### config.mk
export PLATFORM = sky130hd
export DESIGN_NAME = sseg_scan_driver
export DESIGN_NICKNAME = d
export VERILOG_FILES = /design/src/rtl/sseg_pkg.sv /design/src/rtl/sseg_decoder.sv /design/src/rtl/sseg_scan_driver.sv
export SDC_FILE = /design/constraint.sdc
export NUM_CORES = 1
export LEC_CHECK = 0
export CAP_MARGIN = 20
export CORE_ASPECT_RATIO = 1.75
export CORE_MARGIN = 5
export CORE_UTILIZATION = 60
export CTS_CLUSTER_SIZE = 14
export DETAILED_ROUTE_END_ITERATION = 10
export GPL_TIMING_DRIVEN = 0
export PLACE_DENSITY = 0.83
export SKIP_CTS_REPAIR_TIMING = 1
export SYNTH_ARGS = -nofsm -noshare
export SYNTH_HDL_FRONTEND = slang
export SYNTH_SLANG_ARGS = --single-unit
### constraint.sdc
create_clock -name clk -period 3.5 [get_ports clk]
set_input_delay 0.525 -clock clk [delete_from_list [all_inputs] [get_ports clk]]
set_output_delay 0.525 -clock clk [all_outputs]
set_load 0.005 [all_outputs]
### src/rtl/sseg_pkg.sv
// Shared types and segment patterns for the seven-segment scan driver.
// Segment vectors are {g,f,e,d,c,b,a}, active-low.
package sseg_pkg;

  typedef logic [3:0] bcd_t;
  typedef logic [6:0] seg_t;

  localparam int NUM_DIGITS = 4;

  localparam seg_t SEG_BLANK = 7'b1111111;
  localparam seg_t SEG_DASH  = 7'b0111111;

  localparam seg_t SEG_DIGIT [0:9] = '{
    7'b1000000,
    7'b1111001,
    7'b0100100,
    7'b0110000,
    7'b0011001,
    7'b0010010,
    7'b0000010,
    7'b1111000,
    7'b0000000,
    7'b0010000
  };

endpackage

### src/rtl/sseg_decoder.sv
// Combinational BCD-to-segment decode, active-low outputs.
// 0xA-0xE render as a dash, 0xF and a raised blank flag render as all-off.
module sseg_decoder
  import sseg_pkg::*;
(
  input  bcd_t bcd,
  input  logic blank,
  output seg_t seg
);

  always_comb begin
    seg = SEG_BLANK;
    if (!blank) begin
      if (bcd <= 4'd9) begin
        seg = SEG_DIGIT[bcd];
      end else if (bcd != 4'hF) begin
        seg = SEG_DASH;
      end
    end
  end

endmodule

### src/rtl/sseg_scan_driver.sv
// Four-digit common-anode multiplexed display driver with a frame-coherent buffer.
// Optional build macro LEADING_ZERO_BLANK_EN blanks leading zeros on digits 3..1.
module sseg_scan_driver
  import sseg_pkg::*;
#(
  parameter int CLK_HZ   = 100_000_000,
  parameter int DIGIT_HZ = 1000
) (
  input  logic        clk,
  input  logic        reset,
  input  logic [15:0] digits_in,
  input  logic [3:0]  dp_in,
  input  logic        load,
  output logic [6:0]  seg,
  output logic [3:0]  an,
  output logic        dp,
  output logic        frame_tick
);

  // DIV must be at least 2 so the prescaler has a real wrap point.
  localparam int DIV   = CLK_HZ / DIGIT_HZ;
  localparam int CNT_W = $clog2(DIV);

  logic [CNT_W-1:0]      count;
  logic [CNT_W-1:0]      count_nxt;
  logic [1:0]            digit_idx;
  logic [1:0]            digit_idx_nxt;
  logic                  slot_end;
  logic                  frame_end;

  logic [15:0]           pend_digits;
  logic [NUM_DIGITS-1:0] pend_dp;
  logic [15:0]           act_digits;
  logic [NUM_DIGITS-1:0] act_dp;

  logic                  frame_d;
  logic [NUM_DIGITS-1:0] lz_blank;
  bcd_t                  cur_bcd;
  logic                  cur_blank;
  seg_t                  cur_seg;
  logic [3:0]            an_nxt;
  logic                  dp_nxt;

  assign slot_end  = (count == CNT_W'(DIV - 1));
  assign frame_end = slot_end && (digit_idx == 2'd3);

  // Scan state register: prescaler and digit index.
  always_ff @(posedge clk or posedge reset) begin
    if (reset) begin
      count     <= '0;
      digit_idx <= 2'd0;
    end else begin
      count     <= count_nxt;
      digit_idx <= digit_idx_nxt;
    end
  end

  // Next-state logic.
  always_comb begin
    count_nxt     = slot_end ? '0 : count + CNT_W'(1);
    digit_idx_nxt = slot_end ? digit_idx + 2'd1 : digit_idx;
  end

  // Pending buffer takes every load; active is swapped only at the frame
  // boundary, with a same-cycle load bypassing pending so it is not lost.
  always_ff @(posedge clk or posedge reset) begin
    if (reset) begin
      pend_digits <= '0;
      pend_dp     <= '0;
      act_digits  <= '0;
      act_dp      <= '0;
    end else begin
      if (load) begin
        pend_digits <= digits_in;
        pend_dp     <= dp_in;
      end
      if (frame_end) begin
        act_digits <= load ? digits_in : pend_digits;
        act_dp     <= load ? dp_in     : pend_dp;
      end
    end
  end

  always_comb begin
    lz_blank = '0;
`ifdef LEADING_ZERO_BLANK_EN
    lz_blank[3] = (act_digits[15:12] == 4'd0);
    lz_blank[2] = lz_blank[3] && (act_digits[11:8] == 4'd0);
    lz_blank[1] = lz_blank[2] && (act_digits[7:4] == 4'd0);
`endif
  end

  // Output logic: values the pins take on the next clock.
  always_comb begin
    cur_bcd   = act_digits[{digit_idx, 2'b00} +: 4];
    cur_blank = lz_blank[digit_idx];
    an_nxt    = ~(4'b0001 << digit_idx);
    dp_nxt    = ~act_dp[digit_idx];
  end

  sseg_decoder u_decoder (
    .bcd   (cur_bcd),
    .blank (cur_blank),
    .seg   (cur_seg)
  );

  // frame_tick is delayed one extra cycle so it coincides with the first
  // cycle the digit-0 anode is actually driven at the pins.
  always_ff @(posedge clk or posedge reset) begin
    if (reset) begin
      an         <= 4'b1111;
      seg        <= SEG_BLANK;
      dp         <= 1'b1;
      frame_d    <= 1'b0;
      frame_tick <= 1'b0;
    end else begin
      an         <= an_nxt;
      seg        <= cur_seg;
      dp         <= dp_nxt;
      frame_d    <= frame_end;
      frame_tick <= frame_d;
    end
  end

endmodule

# After elaboration in Yosys (flattened, before gate mapping)
# Memories as Yosys holds them, arrays and structs flattened.
# Index checks and enable logic that the tools add are counted.
[totals]
ff_bits = 73
mem_bits_ro = 112
in_bits = 23
word_cells = 38
mem_count = 1
[mem_list]
columns = ["name", "words", "width", "rd", "rd_ports_with_merged_regs", "wr", "line_no", "rtl"]
rows = [
  ["(name not given)", 16, 7, 1, 0, 0, "sseg_decoder.sv:15", "seg = SEG_DIGIT[bcd];"],
]
[op_classes]
addsub = 2
magnitude_cmp = 3
n_eq_ne = 3
n_shift = 2
muxes = 12
bitwise = 3
reduce_logical = 1
[ops]
columns = ["op", "count"]
rows = [
  ["$mux W7", 5],
  ["$add A17 B1 Y17 const B", 1],
  ["$eq A17 B17 Y1 const B", 1],
  ["$mux W17", 1],
  ["$mux W16", 1],
  ["$shiftx A16 B5 Y4", 1],
  ["$ge A5 B5 Y1 const B", 1],
  ["$not A4 Y5", 1],
  ["$bmux W1 S2", 2],
  ["$le A4 B4 Y1 const B", 1],
  ["$mux W4", 1],
  ["$ne A4 B4 Y1 const B", 1],
  ["$not A4 Y4", 1],
  ["$shl A1 B2 Y4 const A", 1],
  ["$lt A2 B3 Y1 const B", 1],
  ["$add A2 B1 Y2 const B", 1],
  ["$eq A2 B2 Y1 const B", 1],
  ["$mux W1", 2],
  ["$logic_and A1 B1 Y1", 1],
  ["$not A1 Y1", 1],
]

# Depth between registers and ports, before layout
# Gate-level depths: netlist of the first run.
[logic_depth]
word_depth = 7
ltp_mapped = 8
mapped_depth_nobuf = 7

# Hierarchy
# A second synthesis of the first run with hierarchy kept.
[hier_totals]
cells_unflattened = 228
area_unflattened_um2 = 3216.8
[modules_own_cells]
columns = ["module", "instances", "cells_per_inst", "area_per_inst_um2"]
rows = [
  ["sseg_scan_driver", 1, 200, 3010.4],
  ["sseg_decoder", 1, 28, 206.4],
]

# Least setup slack after synthesis of the first run
# Ideal clock, no wire load.
[synth_timing]
path_kind = "register to register"
startpoint = "register digit_idx[0]"
endpoint = "register seg[3]"
setup_time_ns = 0.088
t_arrival_ns = 2.013
required_ns = 3.412
slack_ns = 1.399
stages_incl_launch_ff = 9
cell_sequence = "dfrtp_1 > clkbuf_1 > mux4_2 > inv_1 > ha_1 > nor2_1 > o21a_1 > a21oi_1 > o21ai_0"
[synth_between]
elab_chain_cells = 7
elab_cells_between_ends = 10
cone_classes = "order compare (1); shift (1); mux (6); bitwise (1); memory (1)"
[synth_lines]
columns = ["item", "line_no", "rtl"]
rows = [
  ["start: declaration", "sseg_scan_driver.sv:26", "logic [1:0] digit_idx;"],
  ["start signal: assignment", "sseg_scan_driver.sv:54", "digit_idx <= digit_idx_nxt;"],
  ["$shiftx A16 B5 Y4", "sseg_scan_driver.sv:95", "cur_bcd = act_digits[{digit_idx, 2'b00} +: 4];"],
  ["$not A4 Y5 (not written as such)", "sseg_decoder.sv:15", ""],
  ["$mem_v2 Z16 W7", "--", ""],
  ["$mux W7 (not written as such) (2 in series)", "sseg_decoder.sv:15", ""],
  ["$mux W7", "sseg_decoder.sv:14", "if (bcd <= 4'd9) begin"],
  ["$mux W7 *", "sseg_decoder.sv:13", "if (!blank) begin"],
  ["via cur_seg[3]", "sseg_scan_driver.sv:40", "seg_t cur_seg;"],
  ["end signal: assignment", "sseg_scan_driver.sv:118", "seg <= cur_seg;"],
  ["end: declaration", "sseg_scan_driver.sv:14", "output logic [6:0] seg,"],
]
# The timed path passes the listed nets; every way through them passes the cells marked *. The select of a mux whose other input is x is not followed.
# A chain may end at the register's enable or synchronous reset.

# Worst setup path in the final report of the first run
# Ends and elaborated chain as after synthesis.

==> results of run 1 <==
layout make-up:
cell class / instances / area, sq um
multi-input combinational: 141 / 1310
fill: 350 / 1380
clock buffer: 11 / 141
timing repair buffer: 34 / 340
inverter: 12 / 47.5
clock inverter: 5 / 78.8
buffer: 9 / 48.8
sequential: 73 / 1840
tap: 55 / 68.8
cell usage in the layout (no fill, tap or decap), types with 2 or more instances in the layout:
cell,Yosys,layout
nand2_1,13,13
clkinv_2,0,2
xnor2_1,11,11
mux2_4,19,19
xor2_1,3,3
nor3_1,2,2
clkbuf_8,0,10
buf_6,2,2
clkdlybuf4s50_1,0,34
mux4_2,5,5
nand3_1,7,7
ha_1,10,10
o21ai_0,5,5
inv_1,12,11
dfstp_2,12,12
nand4_1,7,7
bufinv_16,0,2
dfrtp_1,61,61
or4_1,2,2
o31ai_1,2,2
a21oi_1,2,2
clkbuf_1,7,8
and4_1,2,2
mux2_2,22,22
nor2_1,13,13
through the flow:
step	hold WS (ns)	utilization (%)	power, uW	instance area (sq um)
after floorplan	0.331	-	1000	3250
after global placement	0.335	69.5	1060	3650
after detailed placement	0.336	69.6	1060	3660
after CTS	0.352	73.8	1790	3880
after global routing	0.372	73.8	1840	3880
final	0.353	73.8	1770	3880
power by group through the flow:
stage	sequential (uW)	clock, uW	combinational (uW)
after floorplan	919	0	81.5
after global routing	913	772	154
final	908	726	140
after global placement	921	0	137
after detailed placement	924	0	141
after CTS	908	734	143
cells in the mapped netlist, drive strengths merged, types with 2 or more instances:
library cell,instances
nand4,7
and4,2
o31ai,2
nor2,13
mux4,5
nor4,3
mux2,41
or4,3
inv,12
nor3,2
nand2,14
xnor2,11
xor2,3
dfstp,12
clkbuf,7
a21oi,2
dfrtp,61
buf,2
nand3,7
ha,10
o21ai,5
sequential cells by signal, summed over array words and instances (netlist names):
name	flops
act_dp	4
digit_idx	2
pend_digits	16
pend_dp	4
seg	7
frame_d	1
an	4
act_digits	16
dp	1
frame_tick	1
count	17
cell families (layout without fill, tap and decap cells):
kind of cell / after synthesis / after routing / share of synthesized area (%)
compound gates: 13 / 13 / 2.54
mux: 47 / 47 / 20.2
simple gates: 57 / 57 / 9.99
xor+xnor: 14 / 14 / 3.78
fa+ha+maj: 10 / 10 / 3.86
flops: 73 / 73 / 56.7
buf+inv: 21 / 71 / 2.89
layer usage:
metal | track usage (%) | routed length (um) | vias to the layer above
met3 | 3.55 | 229 | 18
met4 | 10.7 | 196 | 0
met5 | 0 | 0 | -
met2 | 35.7 | 3370 | 53
met1 | 21.7 | 2270 | 1011
li1 | - | - | 916
worst paths after layout:
path,start,endpoint,slack (ns),cells after the start
worst max register to register,digit_idx[0],seg[3],1.03,8
worst max-delay path,digit_idx[0],seg[3],1.03,8
worst min register to register,frame_d,frame_tick,0.35,0
min in group asynchronous,reset,pend_digits[6],0.69,2
max in group asynchronous,reset,pend_digits[5],2.23,2
worst min-delay path,frame_d,frame_tick,0.35,0
==> qor.csv, run 1 <==
stage,metric,value,unit
global_routing,number of antenna violations at the first check in global routing,0,
route,routed vias,1998,
setup_path,kind of critical path,flop to flop,
setup_path,worst path bufs/invs,2,
route,WL/cell,17.8,um
power_and_ir_drop,Switch Pwr,380,uW
global_routing,largest net degree at the start of global routing,74,
cells_and_area,post-route non-filler standard cell count,340,
global_routing,vias in the first global route,2168,
synth,post-synthesis cell count,235,
setup_path,critical-path cell list,clkbuf_1 > mux4_2 > inv_1 > ha_1 > nor2_1 > o21a_1 > a21oi_1 > o21ai_0,
setup_path,Crit. End Element,flop,
route,DR pass1 iterations,6,
placement,Placed Instances,324,
cells_and_area,layout cells sized above 1,28.8,%
power_and_ir_drop,combinational power share,7.9,%
route,DRC violations left,0,
timing,Post-Route Setup TNS,0,ns
timing,Pins Over Slew Limit,0,
clock_network,# H-tree levels,3,
route,final wirelength,6060,um
synth,ranking of synthesized cells by area,"dfrtp_1, dfstp_2, mux2_4",
floorplanning,io pins,36,
power_and_ir_drop,PwrDens,458,nW/um^2
global_routing,wire length of the first global-routing pass,10400,um
route,DR iter-0 viols,53,
synth,Yosys top cell by area,dfrtp_1,
power_and_ir_drop,Int Pwr,1390,uW
synth,synth warn,0,
floorplanning,die area,7040,sq um
setup_path,"CP delay by family, top",multiplexers,
global_routing,gr ovfl total,0,
timing,# setup viols final,0,
synth,post-synth top area share,47.0,%
synth,synthesized area per cell,13.8,sq um
setup_path,Worst EP required,3.78,ns
cells_and_area,synthesis-to-layout area growth,19.5,%
timing,minimum clock period,2.47,ns
synth,register area share after synthesis,56.7,%
timing,Rel. slew slack,42.1,%
power_and_ir_drop,clock power share,40.9,%
cells_and_area,ANT cells,0,
placement,Post-DP HPWL,4120,um
floorplanning,# rows,35,
timing,Max Fclk,0.405,GHz
floorplanning,Die Ht,107,um
floorplanning,Starting Density,61.8,%
timing,Fin Clk Skew,0.0117,ns
cells_and_area,Post-layout nets,313,
setup_path,CP peak stage delay,0.63,ns
timing,RSZ-0062 raised after global routing,false,
global_routing,gr usage total,19.9,%
synth,post-synth cell types,37,
timing,Setup WS post-layout,1.03,ns
route,vias per inst,5.88,
min_path,Hold Crit Class,flop to flop,
synth,Mapped Area,3250,sq um
clock_network,CTS tree,done,
setup_path,CP max stage cell,mux4_2,
floorplanning,Die X-Extent,65.6,um
timing,Fin. Hold Viols,0,
route,Routed Antenna Nets,0,
clock_network,later-pin clock latency in the skew report,0.36,ns
power_and_ir_drop,static leakage,0.00172,uW
synth,Post-synth EDFFs,0,
power_and_ir_drop,sequential power share,51.2,%
synth,ys flop type,dfrtp_1,
clock_network,CTS root buffer,clkbuf_8,
synth,asr flop ratio synth,100,%
clock_network,clk slew on worst S/H paths,0.08,ns
clock_network,Num CTS Buffers,9,
setup_path,Worst Path Arrival,2.75,ns
timing,period utilisation layout,70.6,%
synth,Syn Nets,268,
run,Max-Cap Viols,0,
power_and_ir_drop,Peak VDD IR,357,uV
setup_path,"Max FO, Critical Path",7,
floorplanning,core area,5260,sq um
power_and_ir_drop,sw frac,21.4,%
placement,worst slack at placement,1.06,ns
placement,Port Buffers,34,
synth,post-synthesis register bit count,73,
timing,slew at the pin closest to its max-slew limit,0.869,ns
clock_network,clock tree buffer depth,2,
clock_network,Sink Count,73,
outcome,status,finished clean,
setup_path,critical path launch point type,flop,
placement,Final GP Congestion,0.873,
(Power assumes the default switching activity.)
==> inputs of run 2 (changes only) <==
--- a/config.mk
+++ b/config.mk
@@ -8,11 +8,11 @@
 export CAP_MARGIN = 20
 export CORE_ASPECT_RATIO = 1.75
 export CORE_MARGIN = 5
-export CORE_UTILIZATION = 60
+export CORE_UTILIZATION = 50
 export CTS_CLUSTER_SIZE = 14
 export DETAILED_ROUTE_END_ITERATION = 10
 export GPL_TIMING_DRIVEN = 0
-export PLACE_DENSITY = 0.83
+export PLACE_DENSITY = 0.74
 export SKIP_CTS_REPAIR_TIMING = 1
 export SYNTH_ARGS = -nofsm -noshare
 export SYNTH_HDL_FRONTEND = slang
==> constraint.sdc (replaced) <==
create_clock -name clk -period 2.1 [get_ports clk]
set_input_delay 0.315 -clock clk [delete_from_list [all_inputs] [get_ports clk]]
set_output_delay 0.315 -clock clk [all_outputs]
set_load 0.005 [all_outputs]
==> run 2 against run 1 <==
  * Worst hold slack better by 0.0049 ns
  * Total power up 81%
  * Via count decreased by 3.2%
  * Cell count increased by 8.5%
  * Maximum frequency up 21%
  * Sequential cell count unchanged
  * Wire length fell by 6.2%
  * Highest routed layer unchanged
  * Setup slack lost 0.97 ns
  * Critical path depth decreased by 3
  * Clock power increased by 100%
==> qor.csv, run 2 (synthesized netlist as in run 1, its figures left out) <==
stage,metric,value,unit,change
timing,Pins Over Slew Limit,0,,unchanged
power_and_ir_drop,Peak VDD IR,589,uV,was 357 uV
global_routing,largest net degree at the start of global routing,39,,was 74
clock_network,clk slew on worst S/H paths,0.05,ns,was 0.08 ns
cells_and_area,Reg with most FFs,count,,unchanged
global_routing,gr ovfl total,0,,unchanged
placement,worst slack at placement,-0.198,ns,was 1.06 ns
route,WL/cell,15.4,um,was 17.8 um
global_routing,gr usage total,15.3,%,was 19.9%
outcome,status,finished clean,,unchanged
floorplanning,Starting Density,50.4,%,was 61.8%
clock_network,# H-tree levels,3,,unchanged
min_path,Hold Crit Class,flop to flop,,unchanged
route,Routed Antenna Nets,0,,unchanged
setup_path,kind of critical path,flop to flop,,unchanged
timing,Rel. slew slack,51.3,%,was 42.1%
timing,RSZ-0062 raised after global routing,true,,was false
global_routing,wire length of the first global-routing pass,9610,um,was 10400 um
cells_and_area,"commonest non-fill, non-tap cell in the layout",dfrtp_1,,unchanged
cells_and_area,fillers,507,,was 350
clock_network,CTS tree,done,,unchanged
cells_and_area,ANT cells,0,,unchanged
timing,Setup WS post-layout,0.0626,ns,was 1.03 ns
cells_and_area,Largest register FFs,17,,unchanged
cells_and_area,synthesis-to-layout area growth,24.9,%,was 19.5%
timing,Fin. Hold Viols,0,,unchanged
route,final wirelength,5690,um,was 6060 um
cells_and_area,Post-layout nets,315,,was 313
run,Max-Cap Viols,0,,unchanged
clock_network,Sink Count,73,,unchanged
floorplanning,Die Ht,117,um,was 107 um
clock_network,CTS root buffer,clkbuf_16,,was clkbuf_8
route,vias per inst,5.24,,was 5.88
timing,minimum clock period,2.04,ns,was 2.47 ns
power_and_ir_drop,static leakage,0.00178,uW,was 0.00172 uW
setup_path,Crit. End Element,flop,,unchanged
global_routing,number of antenna violations at the first check in global routing,0,,unchanged
setup_path,"Max FO, Critical Path",10,,was 7
global_routing,vias in the first global route,2086,,was 2168
setup_path,CP max stage cell,or4bb_1,,was mux4_2
timing,period utilisation layout,97.0,%,was 70.6%
route,routed vias,1934,,was 1998
power_and_ir_drop,PwrDens,791,nW/um^2,was 458 nW/um^2
floorplanning,die area,8270,sq um,was 7040 sq um
timing,slew at the pin closest to its max-slew limit,0.729,ns,was 0.869 ns
setup_path,critical-path cell list,or4bb_1 > nor4_4 > nand2_2 > buf_6 > mux2_4,,was clkbuf_1 > mux4_2 > inv_1 > ha_1 > nor2_1 > o21a_1 > a21oi_1 > o21ai_0
cells_and_area,fin area,4050,sq um,was 3880 sq um
floorplanning,core area,6440,sq um,was 5260 sq um
timing,Max Fclk,0.491,GHz,was 0.405 GHz
placement,Post-DP HPWL,4090,um,was 4120 um
setup_path,critical path launch point type,flop,,unchanged
placement,Port Buffers,34,,unchanged
route,DR pass1 iterations,4,,was 6
cells_and_area,layout cells sized above 1,32.4,%,was 28.8%
floorplanning,# rows,39,,was 35
clock_network,clock tree buffer depth,2,,unchanged
clock_network,Num CTS Buffers,9,,unchanged
floorplanning,Die X-Extent,70.9,um,was 65.6 um
clock_network,later-pin clock latency in the skew report,0.32,ns,was 0.36 ns
timing,# setup viols final,0,,unchanged
placement,DP Area,3710,sq um,was 3660 sq um
cells_and_area,biggest registers after layout,"count (17), act_digits (16), pend_digits (16)",,unchanged
placement,Final GP Congestion,0.851,,was 0.873
timing,Fin Clk Skew,0.00226,ns,was 0.0117 ns
setup_path,CP peak stage delay,0.55,ns,was 0.63 ns
floorplanning,io pins,36,,unchanged
cells_and_area,most frequent cells in the layout,"dfrtp_1, clkdlybuf4s50_1, mux2_2",,unchanged
route,DRC violations left,0,,unchanged
setup_path,Worst Path Arrival,2.24,ns,was 2.75 ns
route,DR iter-0 viols,84,,was 53
setup_path,Worst EP required,2.31,ns,was 3.78 ns
## run 2: cell count changes in the layout (fill, tap and decap cells not counted), moves of 2 or more
cell	previous run	this run
inv_2	0	2
clkbuf_8	10	4
bufinv_16	2	0
inv_1	11	9
buf_4	0	3
clkbuf_1	8	5
clkbuf_16	0	9
## run 2: layout make-up
| cell class | instances | area, sq um | area share, % |
|---|---|---|---|
| Tap cell | 82 | 103 | 2.53 |
| Sequential cell | 73 | 1840 | 45.5 |
| Buffer | 7 | 48.8 | 1.20 |
| Clock inverter | 2 | 10.0 | 0.247 |
| Clock buffer | 14 | 284 | 7.01 |
| Inverter | 12 | 48.8 | 1.20 |
| Multi-Input combinational cell | 141 | 1330 | 32.9 |
| Timing Repair Buffer | 38 | 383 | 9.45 |
## run 2: layer usage
layer	wire (um)	track usage [%]	vias up
li1	-	-	917
met1	2200	16.1	959
met2	3100	26.8	46
met3	250	5.00	12
met4	141	8.03	0
met5	0	0	-
## run 2: where the power goes
part / internal [uW] / total (uW) / switching (uW)
sequential: 1490 / 1510 / 22.9
combinational: 142 / 240 / 97.4
clock: 924 / 1450 / 530
total: 2560 / 3210 / 650
## run 2: worst max-delay path: cells and delay by family (launching register included)
kind	cells	cell delay, ns
flops	1	0.44
simple gates	3	0.99
buf+inv	1	0.17
mux	1	0.30
## run 2: metrics by stage
step                TNS (ns)  std cells  hold WS (ns)  utilization (%)  power [uW]
finish                     0        369         0.358             62.9        3210
CTS                    -4.22        368         0.365             62.2        3240
global route         -0.0403        369         0.383             62.9        3340
floorplan                  0        235         0.331                -        1670
global placement       -3.19        351         0.334             57.3        1770
detailed placement     -3.93        352         0.353             57.7        1780
## run 2: worst paths after layout
check,start,endpoint,slack (ns),depth (start not counted)
max,count[5],act_digits[6],0.06,5
min,frame_d,frame_tick,0.36,0
max reg2reg,count[5],act_digits[6],0.06,5
min reg2reg,frame_d,frame_tick,0.36,0
max in group asynchronous,reset,an[2],0.96,3
min in group asynchronous,reset,pend_digits[12],0.46,2
==> inputs of run 3 (changes only) <==
--- a/config.mk
+++ b/config.mk
@@ -12,7 +12,9 @@
 export CTS_CLUSTER_SIZE = 14
 export DETAILED_ROUTE_END_ITERATION = 10
 export GPL_TIMING_DRIVEN = 0
+export MAX_ROUTING_LAYER = met4
 export PLACE_DENSITY = 0.74
+export SETUP_SLACK_MARGIN = 0.1
 export SKIP_CTS_REPAIR_TIMING = 1
 export SYNTH_ARGS = -nofsm -noshare
 export SYNTH_HDL_FRONTEND = slang
==> run 3 against run 2 <==
  * Non-clock buffer count rose by 12
  * Via count rose by 3.6%
  * Largest cell class unchanged
  * Design area rose by 3.9%
  * Critical endpoint unchanged
==> qor.csv, run 3 (synthesized netlist as in run 1, its figures left out) <==
stage,metric,value,unit,change
cells_and_area,ANT cells,0,,unchanged
cells_and_area,layout cells sized above 1,37.1,%,was 32.4%
setup_path,Worst R2R Start,count[6],,was count[5]
min_path,Worst Hold Path Cells,0,,unchanged
power_and_ir_drop,PwrDens,792,nW/um^2,was 791 nW/um^2
placement,worst slack at placement,-0.201,ns,was -0.198 ns
timing,Setup WS post-layout,0.00182,ns,was 0.0626 ns
cells_and_area,fillers,453,,was 507
floorplanning,Die X-Extent,70.9,um,unchanged
global_routing,gr usage total,16.1,%,was 15.3%
min_path,hold endpoint,frame_tick,,unchanged
floorplanning,io pins,36,,unchanged
clock_network,Sink Count,73,,unchanged
global_routing,largest net degree at the start of global routing,46,,was 39
timing,Max Fclk,0.477,GHz,was 0.491 GHz
placement,Post-DP HPWL,4170,um,was 4090 um
global_routing,number of antenna violations at the first check in global routing,0,,unchanged
timing,# setup viols final,0,,unchanged
cells_and_area,biggest registers after layout,"count (17), act_digits (16), pend_digits (16)",,unchanged
setup_path,critical path launch point type,flop,,unchanged
min_path,Hold Crit Class,flop to flop,,unchanged
placement,DP Area,3710,sq um,unchanged
global_routing,layer carrying the most global-route usage,met2,,unchanged
timing,RSZ-0062 raised after global routing,true,,unchanged
run,Max-Cap Viols,0,,unchanged
route,routed vias,2004,,was 1934
placement,Port Buffers,34,,unchanged
cells_and_area,synthesis-to-layout area growth,29.8,%,was 24.9%
timing,slew at the pin closest to its max-slew limit,0.616,ns,was 0.729 ns
cells_and_area,Post-layout nets,327,,was 315
global_routing,gr ovfl total,0,,unchanged
route,DR iter-0 viols,85,,was 84
cells_and_area,Reg with most FFs,count,,unchanged
route,WL/cell,16.1,um,was 15.4 um
clock_network,Num CTS Buffers,9,,unchanged
setup_path,Worst EP required,2.31,ns,about the same
power_and_ir_drop,Peak VDD IR,649,uV,was 589 uV
floorplanning,Starting Density,50.4,%,unchanged
setup_path,kind of critical path,flop to flop,,unchanged
setup_path,Worst Path Arrival,2.31,ns,was 2.24 ns
timing,Fin Clk Skew,0.00522,ns,was 0.00226 ns
clock_network,clk slew on worst S/H paths,0.05,ns,about the same
setup_path,end of the worst register-to-register path,act_digits[6],,unchanged
route,final wirelength,6130,um,was 5690 um
clock_network,CTS root buffer,clkbuf_16,,unchanged
cells_and_area,"commonest non-fill, non-tap cell in the layout",dfrtp_1,,unchanged
timing,Fin. Hold Viols,0,,unchanged
outcome,status,finished clean,,unchanged
timing,period utilisation layout,99.9,%,was 97.0%
floorplanning,die area,8270,sq um,unchanged
cells_and_area,Layout Utilization,65.4,%,was 62.9%
clock_network,# H-tree levels,3,,unchanged
setup_path,"Max FO, Critical Path",10,,unchanged
floorplanning,core area,6440,sq um,unchanged
route,vias per inst,5.26,,was 5.24
timing,Pins Over Slew Limit,0,,unchanged
cells_and_area,Largest register FFs,17,,unchanged
timing,Rel. slew slack,58.8,%,was 51.3%
placement,Final GP Congestion,0.863,,was 0.851
cells_and_area,most frequent cells in the layout,"dfrtp_1, clkdlybuf4s50_1, mux2_2",,unchanged
clock_network,clock tree buffer depth,2,,unchanged
clock_network,later-pin clock latency in the skew report,0.33,ns,was 0.32 ns
power_and_ir_drop,static leakage,0.00185,uW,was 0.00178 uW
global_routing,vias in the first global route,2046,,was 2086
route,DRC violations left,0,,unchanged
setup_path,FF-to-FF path depth,5,,unchanged
global_routing,met2 Use GR,27.8,%,was 26.8%
timing,Post-Route Setup TNS,0,ns,unchanged
setup_path,Crit. End Element,flop,,unchanged
min_path,min-delay src,frame_d,,unchanged
setup_path,register-to-register setup slack,0.002,ns,was 0.06 ns
cells_and_area,fin area,4210,sq um,was 4050 sq um
clock_network,CTS tree,done,,unchanged
global_routing,GR Util met1,16.5,%,was 16.1%
power_and_ir_drop,total power,3330,uW,was 3210 uW
route,Routed Antenna Nets,0,,unchanged
global_routing,GR Layer Usage met3,5.77,%,was 5.00%
timing,minimum clock period,2.10,ns,was 2.04 ns
floorplanning,Die Ht,117,um,unchanged
floorplanning,# rows,39,,unchanged
global_routing,wire length of the first global-routing pass,9800,um,was 9610 um
route,DR pass1 iterations,4,,unchanged
[run 3: worst max-delay path, stage by stage (launching register included)]
cell	delay, ns
dfrtp_2	0.43
or4bb_4	0.54
nor4_4	0.38
nand2_2	0.14
buf_6	0.19
mux2_4	0.30
[run 3: worst max-delay path by stage]
stage          slack [ns]       from              to
6_report            0.002   count[6]   act_digits[6]
5_1_grt             -0.07   count[6]   act_digits[8]
4_1_cts             -0.22  count[12]   act_digits[6]
3_5_place_dp        -0.20   count[8]   act_digits[6]
3_3_place_gp        -0.17  count[12]   act_digits[6]
2_1_floorplan       0.007   count[8]  act_digits[10]
[run 3: layer usage]
layer  routed length (um)  up-vias
met5                    0        -
met4                  135        0
met3                  294       13
met2                 3390       59
met1                 2310      988
li1                     -      944
[run 3: per-stage QoR]
| stage | instances | hold WS (ns) |
|---|---|---|
| 6_report | 381 | 0.349 |
| 5_1_grt | 381 | 0.376 |
| 4_1_cts | 368 | 0.351 |
| 3_5_place_dp | 352 | 0.339 |
| 3_3_place_gp | 351 | 0.334 |
| 2_1_floorplan | 235 | 0.331 |
[run 3: area by class of cell]
| class | instances | area [sq um] | share of cell area [%] |
|---|---|---|---|
| inverters | 12 | 51.3 | 1.22 |
| clock buffers | 14 | 274 | 6.51 |
| repair buffers | 49 | 465 | 11.1 |
| clock inverters | 2 | 35.0 | 0.832 |
| flip-flops and latches | 73 | 1850 | 43.8 |
| plain buffers | 8 | 55.1 | 1.31 |
| well taps | 82 | 103 | 2.44 |
| multi-input cells | 141 | 1380 | 32.8 |
[run 3: report_power, final]
group,internal [uW],switching (uW)
combinational,151,106
sequential,1490,24.2
clock,1020,548
total,2660,678
